[src/rtl/mult4bit_controller_if.sv]
// Handshake and datapath-strobe bundle between the shift-add multiplier controller
// and its datapath/host side.
interface mult4bit_controller_if #(
    parameter int N = 4
);
    logic             start;
    logic [N-1:0]     B;
    logic [2*N-1:0]   S;
    logic             init;
    logic             plus;
    logic             shift;
    logic             finish;
    logic             ready;
    logic             done;
    logic [2*N-1:0]   product;

    modport master (
        input  start, B, S,
        output init, plus, shift, finish, ready, done, product
    );

    modport slave (
        output start, B, S,
        input  init, plus, shift, finish, ready, done, product
    );
endinterface

[src/rtl/mult4bit_controller.sv]
// Sequencing FSM for the N-bit shift-add multiplier datapath; holds the final product.
// Optional MULT_EARLY_EXIT_EN: leave RUN as soon as the remaining multiplier bits are zero.
module mult4bit_controller #(
    parameter int N = 4
) (
    input  logic                      clk,
    input  logic                      reset_n,
    mult4bit_controller_if.master     bus
);
    // state | meaning
    // IDLE  | ready=1, waiting for start
    // INIT  | init strobe, iteration counter cleared
    // RUN   | one plus or shift per cycle, driven by B[0]
    // FIN   | finish strobe, S is final and captured into product
    // DONE  | done pulse, product valid
    typedef enum logic [2:0] {
        IDLE = 3'd0,
        INIT = 3'd1,
        RUN  = 3'd2,
        FIN  = 3'd3,
        DONE = 3'd4
    } state_t;

    localparam int CW = $clog2(N) + 1;
    localparam logic [CW-1:0] LAST_CNT = CW'(N - 1);

    state_t          state, state_nxt;
    logic [CW-1:0]   cnt;
    logic [2*N-1:0]  product_q;
    logic            last_op;

    always_ff @(posedge clk or negedge reset_n) begin
        if (!reset_n) begin
            state <= IDLE;
        end else begin
            state <= state_nxt;
        end
    end

    always_ff @(posedge clk or negedge reset_n) begin
        if (!reset_n) begin
            cnt <= '0;
        end else if (state == INIT) begin
            cnt <= '0;
        end else if (state == RUN) begin
            cnt <= cnt + 1'b1;
        end
    end

    always_ff @(posedge clk or negedge reset_n) begin
        if (!reset_n) begin
            product_q <= '0;
        end else if (state == FIN) begin
            product_q <= bus.S;
        end
    end

    always_comb begin
        state_nxt  = state;
        bus.init   = 1'b0;
        bus.plus   = 1'b0;
        bus.shift  = 1'b0;
        bus.finish = 1'b0;
        bus.ready  = 1'b0;
        bus.done   = 1'b0;
        last_op    = (cnt == LAST_CNT);
        case (state)
            IDLE: begin
                bus.ready = 1'b1;
                if (bus.start) state_nxt = INIT;
            end
            INIT: begin
                bus.init  = 1'b1;
                state_nxt = RUN;
            end
            RUN: begin
`ifdef MULT_EARLY_EXIT_EN
                // Once the upper multiplier bits are zero, this cycle's op is the last useful one.
                if (bus.B == '0) begin
                    last_op = 1'b1;
                end else begin
                    bus.plus  = bus.B[0];
                    bus.shift = ~bus.B[0];
                    if (bus.B[N-1:1] == '0) last_op = 1'b1;
                end
`else
                bus.plus  = bus.B[0];
                bus.shift = ~bus.B[0];
`endif
                if (last_op) state_nxt = FIN;
            end
            FIN: begin
                bus.finish = 1'b1;
                state_nxt  = DONE;
            end
            DONE: begin
                bus.done  = 1'b1;
                state_nxt = IDLE;
            end
            default: state_nxt = IDLE;
        endcase
    end

    assign bus.product = product_q;

`ifndef MULT_EARLY_EXIT_EN
    logic unused_b_upper;
    assign unused_b_upper = ^bus.B[N-1:1];
`endif
endmodule
[src/flat_wrapper.sv]
// flat-port wrapper written by rule: the top's interface ports become plain ports
module mult4bit_controller_flat 
#(
    parameter int N = 4
)
  (clk, reset_n, bus_start, bus_B, bus_S, bus_init, bus_plus, bus_shift, bus_finish, bus_ready, bus_done, bus_product);
  mult4bit_controller_if #(.N(N)) bus_i ();
  input  logic clk;
  input  logic reset_n;
  input wire logic [$bits(bus_i.start)-1:0] bus_start;
  input wire logic [$bits(bus_i.B)-1:0] bus_B;
  input wire logic [$bits(bus_i.S)-1:0] bus_S;
  output wire logic [$bits(bus_i.init)-1:0] bus_init;
  output wire logic [$bits(bus_i.plus)-1:0] bus_plus;
  output wire logic [$bits(bus_i.shift)-1:0] bus_shift;
  output wire logic [$bits(bus_i.finish)-1:0] bus_finish;
  output wire logic [$bits(bus_i.ready)-1:0] bus_ready;
  output wire logic [$bits(bus_i.done)-1:0] bus_done;
  output wire logic [$bits(bus_i.product)-1:0] bus_product;
  assign bus_i.start = bus_start;
  assign bus_i.B = bus_B;
  assign bus_i.S = bus_S;
  assign bus_init = bus_i.init;
  assign bus_plus = bus_i.plus;
  assign bus_shift = bus_i.shift;
  assign bus_finish = bus_i.finish;
  assign bus_ready = bus_i.ready;
  assign bus_done = bus_i.done;
  assign bus_product = bus_i.product;
  mult4bit_controller #(.N(N)) u_core (.clk(clk), .reset_n(reset_n), .bus(bus_i));
endmodule
[config.mk]
export PLATFORM = sky130hd
export DESIGN_NAME = mult4bit_controller_flat
export DESIGN_NICKNAME = d
export VERILOG_FILES = /design/src/rtl/mult4bit_controller_if.sv /design/src/rtl/mult4bit_controller.sv /design/src/flat_wrapper.sv
export SDC_FILE = /design/constraint.sdc
export NUM_CORES = 1
export LEC_CHECK = 0
export ABC_CLOCK_PERIOD_IN_PS = 1300
export BUFFER_PORTS_ARGS = -buffer_cell sky130_fd_sc_hd__buf_2
export CELL_PAD_IN_SITES_DETAIL_PLACEMENT = 1
export CELL_PAD_IN_SITES_GLOBAL_PLACEMENT = 2
export CORE_AREA = 2 2 54 56
export CTS_BUF_LIST = sky130_fd_sc_hd__clkbuf_2
export CTS_CLUSTER_DIAMETER = 150
export DETAILED_ROUTE_END_ITERATION = 12
export DIE_AREA = 0 0 56 58
export GPL_TIMING_DRIVEN = 0
export MAX_ROUTING_LAYER = met4
export PLACE_DENSITY_LB_ADDON = 0.1
export SLEW_MARGIN = 20
export SYNTH_ARGS = -nofsm -noshare
export SYNTH_HDL_FRONTEND = slang
export SYNTH_SLANG_ARGS = --single-unit
[constraint.sdc]
create_clock -name clk -period 1.3 [get_ports clk]
set_clock_uncertainty 0.1 [all_clocks]
set_input_delay 0 -clock clk [delete_from_list [all_inputs] [get_ports clk]]
set_output_delay 0 -clock clk [all_outputs]
set_load 0.01 [all_outputs]
Yosys cells after proc, flatten, opt, wreduce, memory -nomap -nowiden --
Index checks and enable logic that the tools add are counted.
Operators by class: add/subtract/negate cells 1, reductions and logical operators 3, equal/unequal tests 7, muxes and demuxes 11, bitwise operators 1
Operator list (number):
- $mux 3 | 4
- $pmux 3 s4 | 1
- $eq 3x2->1 const B | 3
- $mux 1 | 6
- $add 3x1->3 const B | 1
- $eq 3x1->1 const B | 1
- $eq 3x3->1 const B | 1
- $logic_not 3->1 | 1
- $ne 2x1->1 const B | 1
- $ne 2x2->1 const B | 1
- $reduce_and 2->1 | 1
- $reduce_bool 2->1 | 1
- $not 1->1 | 1
Word-level totals: input port bits 15, register bits after elaboration 14, output and inout port bits 14

Depth between registers and ports, before layout --
word-level depth 3, depth in mapped cells 4, gate-level depth less buffers 4

Worst setup path before layout --
No wires, ideal clock.
path type reg2reg, from reg u_core.cnt[0], to reg u_core.cnt[2], library setup time 0.064 ns, data arrival time 1.179 ns, period minus slack after synthesis 1.343 ns, required time 1.136 ns, setup slack -0.043 ns, buffers on the path 0, stages on the path, launching flop included 5, cells stage by stage dfrtp_1 -> ha_1 -> ha_1 -> nor4b_1 -> a211o_1
On the way: cells in the longest elaborated chain, start to end 3
Ends and longest elaborated chain:
- start, declared | RTL line mult4bit_controller.sv:28 | logic [CW-1:0] cnt;
- start signal, assigned | RTL line mult4bit_controller.sv:46 | cnt <= cnt + 1'b1;
- $add 3x1->3 | RTL line mult4bit_controller.sv:46
- $mux 3 | RTL line mult4bit_controller.sv:45 | end else if (state == RUN) begin
- $mux 3 | RTL line mult4bit_controller.sv:43 | end else if (state == INIT) begin
No other way between the ends. The select of a mux whose other input is x is not followed. A chain may end at the register's enable or synchronous reset.

Worst setup path after layout --
from reg u_core.state[2], to reg u_core.cnt[2]
On the way: cells in the longest elaborated chain, start to end 2, elaborated cells between the ends (all ways) 4
Ends and longest elaborated chain:
- start, declared | RTL line mult4bit_controller.sv:27 | state_t state, state_nxt;
- start signal, assigned | RTL line mult4bit_controller.sv:36 | state <= state_nxt;
- $eq 3x1->1 or $eq 3x2->1 (tied branches) | RTL line mult4bit_controller.sv:43, mult4bit_controller.sv:45
- $mux 3 or $reduce_bool 2->1 (tied branches)
Several ways; a longest one is shown, not always the timed one.

==> summary.md <==
| Metric | Value |
|---|---|
| Status | complete, but fails checks |
| Failing checks | setup timing |
| Gr usage total | roughly an eighth |
| Hold Path Class | in -> async |
| # clock sinks | 14 |
| Slew Limit Fails | 0 |
| Vias in the first global route | around 670 |
| Max Cap Viol | 0 |
| Cts bufs inserted | 3 |
| Yosys warning total | 0 |
| First-pass GRT wire length | about 3100 µm |
| Setup TNS | -0.5623 ns |
| Top cells by area, synth | dfrtp_1 (51%), mux2_4 (17%), nor3b_1 (5.4%) |
| Via/cell ratio | roughly 4.4 |
| Final WS setup | -0.08114 ns |
| Fmax | 0.7240 GHz |
| CP endpoint kind | register |
| Post-DP HPWL | between 1000 and 1500 µm |
| Die width | approximately 56 µm |
| Slew headroom | between 70% and 80% |
| FP Rows | 19 |
| DR WL/cell | 14.31 µm |
| Layout cells sized above 1 | 61.90% |
| Worst reg-to-reg setup slack | -0.08 ns |
| Mapped cell area | ~700 µm² |
| WHS | about 0.026 ns |
| CTS tree | built |
| Worst-Skew Late Latency | ~0.27 ns |
| Seq cells post-synth | 14 |
| Tmin final | 1.381 ns |
| VDD IR-drop max | 0.001129 V |
| Die ar. | ~0.0032 mm² |
| Clk pin slew, worst setup/hold paths | 0.14 ns |
| Initial antenna violation count | 0 |
| # DRC | 0 |
| Clk Tree Root Cell | clkbuf_2 |
| N_diodes | 0 |
| Initial Util | 26.03% |
| Syn_area_per_cell | between 10 and 15 µm² |
| Final RePlAce weighted congestion | a little under 0.7 |
| Vias after detailed routing | slightly below 600 |
| Syn Nets | 68 |
| Post-synth top area share | about half |
| CTS max path bufs | 2 |
| CP max FO | 7 |
| WP data arrival | 1.46 ns |
| Setup crit start kind | register |
| Final net count | roughly 120 |
| Final period utilization | 106.2% |
| Area Growth Syn to Fin | 70.76% |
| Tot Pwr | 2.793 mW |
| Vert. Die Dim | 58 µm |
| Final antenna-violating net count | 0 |
| Sequential share of the synthesized area | 50.54% |
| Library cells used by synthesis | 17 |
| Final wirelength | 1946 µm |
| Largest area contributor in the netlist | dfrtp_1 |
| Total gr overflow | 0 |
| DP Worst Slack | -0.1098 ns |
| H-tree depth | 1 |
| Placed cells | between 100 and 150 |
| Final non-filler cell total | between 100 and 150 |
| R2r worst-path depth | 4 |
| Core box area | ~0.0027 mm² |
| RSZ-0062 raised after global routing | true |
| Largest net degree at the start of global routing | 15 |
| Initial DRC Count | 1 |
| Final setup fails | 14 |
| Pre-Repair DR Iteration Count | 3 |
| Cell count after synthesis | between 50 and 60 |
| Critical R2R Launch | u_core.state[2]$_DFFE_PN0P_ |
| CP required | 1.38 ns |
| Actual slew at the worst max-slew pin | about 0.33 ns |
| PD cells | about 2400 mW/mm² |
| Port Buf Inserts | 25 |
| Setup CP Type | reg -> reg |
| Num ports | 29 |
| Critical Path Start | u_core.state[2]$_DFFE_PN0P_ |
| Fin. Hold Viols | 0 |
| Pleak | just over 0.6 nW |
[final cells by class]
cell class                      instances  area (µm²)
Fill cell                             301        1479
Buffer                                  4       45.04
Sequential cell                        14       351.6
Timing Repair Buffer                   50       347.8
Multi-Input combinational cell         30       370.4
Clock buffer                            3       15.01
Tap cell                               31       38.79
Inverter                                3       11.26
Clock inverter                          1       3.754
[timing repair]
item                                    CTS  global route
endpoints found under the setup margin    8            17
cloned                                    1             0
hold buffers                             10             0
setup buffers                            11             3
endpoints found under the hold margin    23             0
resized for setup                        15             4
pin swaps                                 7             5
[state kept, by name, indices dropped and copies added, names as in the netlist]
name / count
u_core.bus.product: 8
u_core.cnt: 3
u_core.state: 3
[stage by stage]
stage / utilization, % / instance area (µm²)
2_1_floorplan: - / 699.4
5_1_grt: 44.45 / 1184
3_3_place_gp: 32.42 / 863.3
3_5_place_dp: 32.42 / 863.3
4_1_cts: 42.62 / 1135
6_report: 44.45 / 1184
[final timing paths]
kind / end
setup / recovery: u_core.cnt[2]$_DFFE_PN0P_
hold / removal: u_core.bus.product[4]$_DFFE_PN0N_
setup reg to reg: u_core.cnt[2]$_DFFE_PN0P_
hold reg to reg: u_core.bus.product[1]$_DFFE_PN0N_
max in group asynchronous: u_core.state[0]$_DFFE_PN0P_
min in group clk: bus_shift
[logic make-up (layout without fill, tap and decap cells)]
| group | Yosys count | after routing | share of synthesized area [%] |
|---|---|---|---|
| AOI/OAI and AO/OA | 4 | 4 | 4.875 |
| xor gates and xnor gates | 1 | 1 | 1.264 |
| adders and majority gates | 2 | 2 | 3.610 |
| buffers and inverters | 7 | 61 | 5.776 |
| DFF | 14 | 14 | 50.54 |
| muxes | 9 | 9 | 18.77 |
| and+or+nand+nor | 14 | 14 | 15.16 |
[metal layers]
layer | global-route usage [%] | up-vias | share of wire, %
li1 | - | 293 | -
met1 | 16.90 | 283 | 48
met2 | 20.50 | 20 | 48
met3 | 2.009 | 0 | 4.1
met4 | 4.082 | 0 | 0
met5 | - | - | 0
[power by group]
| part | internal [mW] | total, mW | switching, mW |
|---|---|---|---|
| Combinational | 1.06 | 1.80 | 0.741 |
| Sequential | 0.651 | 0.792 | 0.141 |
| Clock | 0.0668 | 0.202 | 0.135 |
[placed cells by master, fill, tap and decap left out]
master	instances
nor4b_4	1
nor3_2	1
nor3_1	1
nor3b_1	4
nor4b_2	1
inv_1	2
nor4bb_4	1
inv_2	1
dfrtp_2	1
buf_4	14
mux2i_1	1
ha_4	1
nor3b_2	1
a21o_1	1
dfrtp_1	13
buf_2	24
clkinv_1	1
dlygate4sd3_1	10
nand3b_1	1
buf_6	6
clkbuf_2	3
nor2_1	1
nor4bb_2	1
ha_2	1
mux2_4	8
nor4b_1	1
a211o_1	3
xnor2_1	1
[synth_stat cells (all sizes together)]
| library cell | instances |
|---|---|
| a211o | 3 |
| a21o | 1 |
| buf | 4 |
| dfrtp | 14 |
| ha | 2 |
| inv | 3 |
| mux2 | 8 |
| mux2i | 1 |
| nand3b | 1 |
| nor2 | 1 |
| nor3 | 2 |
| nor3b | 5 |
| nor4b | 3 |
| nor4bb | 2 |
| xnor2 | 1 |
[critical path, cell delays in order, from the launching register on]
cell     delay [ns]
dfrtp_1        0.43
buf_6          0.15
buf_4          0.14
a21o_1         0.19
a211o_1        0.29
No activity file was read; power rests on OpenSTA's default activity.
